===== config.mk =====
export PLATFORM = sky130hd
export DESIGN_NAME = ntt_twiddle_multiplier
export DESIGN_NICKNAME = d
export VERILOG_FILES = /design/src/rtl/ntt_twiddle_multiplier.sv
export SDC_FILE = /design/constraint.sdc
export NUM_CORES = 1
export LEC_CHECK = 0
export CAP_MARGIN = 0
export CORE_ASPECT_RATIO = 0.75
export CORE_UTILIZATION = 30
export DETAILED_ROUTE_END_ITERATION = 10
export GPL_TIMING_DRIVEN = 0
export PLACE_DENSITY_LB_ADDON = 0.25
export SKIP_CTS_REPAIR_TIMING = 1
export SLEW_MARGIN = 20
export SYNTH_ARGS = -nofsm -noshare
export SYNTH_HDL_FRONTEND = slang
export SYNTH_SLANG_ARGS = --single-unit

===== constraint.sdc =====
create_clock -name clk -period 4.15 [get_ports clk]
set_clock_uncertainty 0.1 [all_clocks]
set_input_delay 0.83 -clock clk [delete_from_list [all_inputs] [get_ports clk]]
set_output_delay 0.83 -clock clk [all_outputs]
set_load 0.005 [all_outputs]

===== src/rtl/ntt_twiddle_multiplier.sv =====
`timescale 1ns/1ps
// Iterative shift-add multiplier: coefficient x twiddle, full 2*COEFF_W-bit product, index tag carried along.
// Latency: accept edge t -> out_valid high after edge t+COEFF_W (first sampled at edge t+COEFF_W+1); one op in flight.
// Backpressure: in_ready only while idle; the product and tag are held in registers until out_ready.
module ntt_twiddle_multiplier #(
    parameter int COEFF_W = 8,
    parameter int PRIME   = 101,
    parameter int IDX_W   = 8
) (
    input  logic                   clk,
    input  logic                   rst,
    input  logic                   in_valid,
    output logic                   in_ready,
    input  logic [COEFF_W-1:0]     in_coeff,
    input  logic [COEFF_W-1:0]     in_twiddle,
    input  logic [IDX_W-1:0]       in_idx,
    output logic                   out_valid,
    input  logic                   out_ready,
    output logic [2*COEFF_W-1:0]   out_product,
    output logic [IDX_W-1:0]       out_idx,
    output logic                   range_err,
    input  logic                   clr_err
);

    localparam int PW    = 2 * COEFF_W;
    localparam int CNT_W = (COEFF_W > 1) ? $clog2(COEFF_W) : 1;
    localparam logic [CNT_W-1:0] CNT_ONE  = CNT_W'(1);
    localparam logic [CNT_W-1:0] CNT_LAST = CNT_W'(COEFF_W - 1);
    localparam logic [31:0]      PRIME_U  = 32'(PRIME);

    localparam logic [1:0] ST_IDLE = 2'd0;
    localparam logic [1:0] ST_BUSY = 2'd1;
    localparam logic [1:0] ST_DONE = 2'd2;

    logic [1:0]         state_q, state_d;
    logic [PW-1:0]      a_sh_q, a_sh_d;
    logic [COEFF_W-1:0] w_sh_q, w_sh_d;
    logic [IDX_W-1:0]   idx_q, idx_d;
    logic [PW-1:0]      acc_q, acc_d;
    logic [CNT_W-1:0]   cnt_q, cnt_d;
    logic [PW-1:0]      prod_q, prod_d;
    logic [IDX_W-1:0]   oidx_q, oidx_d;
    logic               err_q, err_d;

    logic [PW-1:0]      acc_nxt;
    logic               err_set;
    logic               out_of_range;

    // Operand range check against the modulus; only acted on at accept.
    assign out_of_range = (32'(in_coeff) >= PRIME_U) || (32'(in_twiddle) >= PRIME_U);

    // Next-state: capture in IDLE, one shift-add step per BUSY cycle, hold in DONE until taken.
    always_comb begin
        state_d = state_q;
        a_sh_d  = a_sh_q;
        w_sh_d  = w_sh_q;
        idx_d   = idx_q;
        acc_d   = acc_q;
        cnt_d   = cnt_q;
        prod_d  = prod_q;
        oidx_d  = oidx_q;
        err_set = 1'b0;
        acc_nxt = acc_q + (w_sh_q[0] ? a_sh_q : '0);
        case (state_q)
            ST_IDLE: begin
                if (in_valid) begin
                    a_sh_d  = {{COEFF_W{1'b0}}, in_coeff};
                    w_sh_d  = in_twiddle;
                    idx_d   = in_idx;
                    acc_d   = '0;
                    cnt_d   = '0;
                    err_set = out_of_range;
                    state_d = ST_BUSY;
                end
            end
            ST_BUSY: begin
                // Fixed COEFF_W steps, no early exit when the multiplier runs out of ones.
                acc_d  = acc_nxt;
                a_sh_d = a_sh_q << 1;
                w_sh_d = w_sh_q >> 1;
                cnt_d  = cnt_q + CNT_ONE;
                if (cnt_q == CNT_LAST) begin
                    prod_d  = acc_nxt;
                    oidx_d  = idx_q;
                    state_d = ST_DONE;
                end
            end
            ST_DONE: begin
                if (out_ready) begin
                    state_d = ST_IDLE;
                end
            end
            default: state_d = ST_IDLE;
        endcase
        // Sticky error: a new violation beats a simultaneous clear.
        if (err_set) begin
            err_d = 1'b1;
        end else if (clr_err) begin
            err_d = 1'b0;
        end else begin
            err_d = err_q;
        end
    end

    // State and datapath registers, all cleared by the asynchronous reset.
    always_ff @(posedge clk or negedge rst) begin
        if (!rst) begin
            state_q <= ST_IDLE;
            a_sh_q  <= '0;
            w_sh_q  <= '0;
            idx_q   <= '0;
            acc_q   <= '0;
            cnt_q   <= '0;
            prod_q  <= '0;
            oidx_q  <= '0;
            err_q   <= 1'b0;
        end else begin
            state_q <= state_d;
            a_sh_q  <= a_sh_d;
            w_sh_q  <= w_sh_d;
            idx_q   <= idx_d;
            acc_q   <= acc_d;
            cnt_q   <= cnt_d;
            prod_q  <= prod_d;
            oidx_q  <= oidx_d;
            err_q   <= err_d;
        end
    end

    // Outputs come straight from registers or a decode of the state register.
    assign in_ready    = (state_q == ST_IDLE);
    assign out_valid   = (state_q == ST_DONE);
    assign out_product = prod_q;
    assign out_idx     = oidx_q;
    assign range_err   = err_q;

endmodule


==> reports/qor.txt <==
Status = complete, no violations
DR iter-0 viols = 144
Max-slew headroom = 58.6%
Seq/Total Area, Yosys = 50.2%
Syn-to-layout area delta = 27.9%
Final hold vios = 0
Total internal power = 2.35 mW
WP data arrival = 3430 ps
# DRC = 0
Mapped Cells = 385
Total congestion overflow = 0
Reg area = 1950 um^2
Die Y = 101 um
Worst Hold Class = input pin to async pin
Synth cell count leaders = dfrtp_1 (78), nand2_1 (78), o21ai_0 (48), ha_1 (17), and2_1 (16)
Vias in the first global route = 3,037
Core area = 12,400 um^2
Worst Path Required = 4290 ps
CTS clk-pin slew, worst paths = 60 ps
Fin nets = 499
Critical Path Source = w_sh_q[0]$_DFFE_PN0P_
Sw power = 1.46 mW
Die X = 133 um
Final Power = 3.81 mW
Startpoint type of the worst setup path = flip-flop
Reg2reg start = w_sh_q[0]$_DFFE_PN0P_
Rows = 35
Static Leak = 2.24 nW
Ranking of synthesized cells by area = dfrtp_1 (50%), nand2_1 (7.5%), o21ai_0 (6.2%), ha_1 (5.5%), mux2i_1 (3.9%)
DR WL/cell = 15.7 um
Yosys top cell area share = 50.2%
Clk buf depth = 2
H-tree depth = 3
Initial antenna violation count = 0
Post-route insts no fill = 623
Critical Path Fanout Max = 10
Worst Tran Pin Value = 621 ps
GP Congestion = 0.894
EDFF count, synth = 0
Power share of the combinational group = 44.8%
Final ANT Viol Nets = 0
Clock power share = 20.9%
Syn Area/Cell = 10.1 um^2
Layout cells sized above 1 = 8.53%
Vias per cell = 4.91
Drt total wl = 9790 um
Total GRT Usage = 16.0%
DIE AREA = 13,400 um^2
CTS tree = done
Sequential power share = 34.3%
VDD IR max = 0.262 mV
Worst Reg-to-Reg Cells = 10
Yosys cell types = 45
Fin crit share = 79.2%
Final Max Slew Viols = 0
Placed Cells incl. Taps = 607
Footprint of the multi-input gates = 1830 um^2
Root buffer cell = clkbuf_16
First-pass GRT wire length = 16,300 um
Post-synthesis net count = 432
Largest net degree at the start of global routing = 56
Hold Slack = 298 ps
Fraction of registers with async set/reset = 100%
F_max = 0.304 GHz
DP Worst Slack = 897 ps
I/O pins = 56
CP Class = flip-flop to flip-flop
Pre-Repair DR Iteration Count = 4
Clock buffer count from CTS = 9
Post-layout util = 40.0%
Synthesized area = 3890 um^2
Minimum clock period = 3290 ps
Setup-failing EPs final = 0
Pwr Density = 766 nW/um^2
Maxcap violations = 0
Crit. End Element = flip-flop
RSZ-0062 raised after global routing = no
Fillers = 1,234
Syn. warnings = 0
CTS Sinks = 78
Synth area leader = dfrtp_1
Worst-skew pair later-pin latency = 340 ps
Post-DP HPWL = 7260 um
Sw frac = 38.4%
Final worst slack = 862 ps
# diodes = 0
Initial core utilization = 31.2%
Buffers on Ports = 55
Ys flop type = dfrtp_1
DR vias = 3,062
Reg2reg end = acc_q[12]$_DFFE_PN0P_
Seq cells post-synth = 78
R2r setup slk = 860 ps
==> cell families after synthesis <==
family                   count (synthesis)  synth area share, %
adder cells (fa/ha/maj)                 18                 5.99
XOR/XNOR                                12                 2.70
AND/OR/NAND/NOR                        128                 14.9
buffers and inverters                   23                 2.58
AO/OA/AOI/OAI                          100                 16.5
flip-flops                              78                 50.2
multiplexers                            26                 7.05
==> stage by stage <==
| step | area, um^2 | TNS, ps |
|---|---|---|
| finish | 4970 | 0 |
| global route | 4970 | 0 |
| CTS | 4970 | 0 |
| detailed placement | 4670 | 0 |
| global placement | 4640 | -56880 |
| floorplan | 3890 | 0 |
==> power groups by stage <==
stage | sequential (mW) | clock [mW] | combinational, mW
CTS | 1.31 | 0.819 | 1.72
finish | 1.31 | 0.794 | 1.71
global route | 1.36 | 0.848 | 1.92
global placement | 1.31 | 0 | 1.67
floorplan | 1.27 | 0 | 1.11
detailed placement | 1.32 | 0 | 1.71
==> cells in the final DEF, fill, tap and decap left out, types with 3 or more instances in the layout <==
master           netlist  layout
xnor2_1                6       6
nand2_1               78      78
dfrtp_1               78      78
nor3_1                 3       3
a22o_1                14      14
clkinv_4               0       4
clkdlybuf4s50_1        0      54
mux2_2                11      11
a21oi_1               15      15
nand2b_1               7       7
a211o_1                3       3
inv_1                  5       5
clkbuf_1              14      15
ha_1                  17      17
xor2_1                 6       6
clkbuf_16              0       9
mux2i_1               15      15
o21ai_0               48      48
nand3_1                7       7
nor2_1                 8       8
and2_1                16      16
==> routing by layer <==
metal	global-route usage [%]	up-vias	routed length (um)
met5	0	-	0
met4	5.42	0	83
met3	4.32	8	401
met2	22.3	63	4180
met1	23.5	1504	5130
li1	-	1487	-
==> critical path, stage by stage (launching register included) <==
cell,delay (ps)
dfrtp_1,470
clkbuf_1,270
and2_1,230
ha_1,230
fa_1,400
a21o_2,260
a31oi_2,300
nor3_1,110
nor3_1,260
mux2_2,380
o21ai_0,180
==> sequential cells by signal (all words and copies together), names as in the netlist <==
signal / count
acc_q: 16
out_product: 16
cnt_q: 3
w_sh_q: 8
range_err: 1
out_idx: 8
state_q: 2
a_sh_q: 16
idx_q: 8
==> worst max path at each step <==
stage,end,slack [ps],cells past startpoint
3_5_place_dp,acc_q[12]$_DFFE_PN0P_,900,10
3_3_place_gp,idx_q[4]$_DFFE_PN0P_,-740,1
2_1_floorplan,acc_q[14]$_DFFE_PN0P_,1470,10
6_report,acc_q[12]$_DFFE_PN0P_,860,10
5_1_grt,acc_q[12]$_DFFE_PN0P_,680,10
4_1_cts,acc_q[12]$_DFFE_PN0P_,850,10
==> cell type report <==
type	instances	area share (%)
Clock buffer	10	4.61
Multi-Input combinational cell	284	36.9
Clock inverter	6	1.46
Sequential cell	78	39.3
Inverter	5	0.378
Tap cell	166	4.18
Timing Repair Buffer	56	11.6
Buffer	18	1.64
Power figures use the tool's default switching activity.
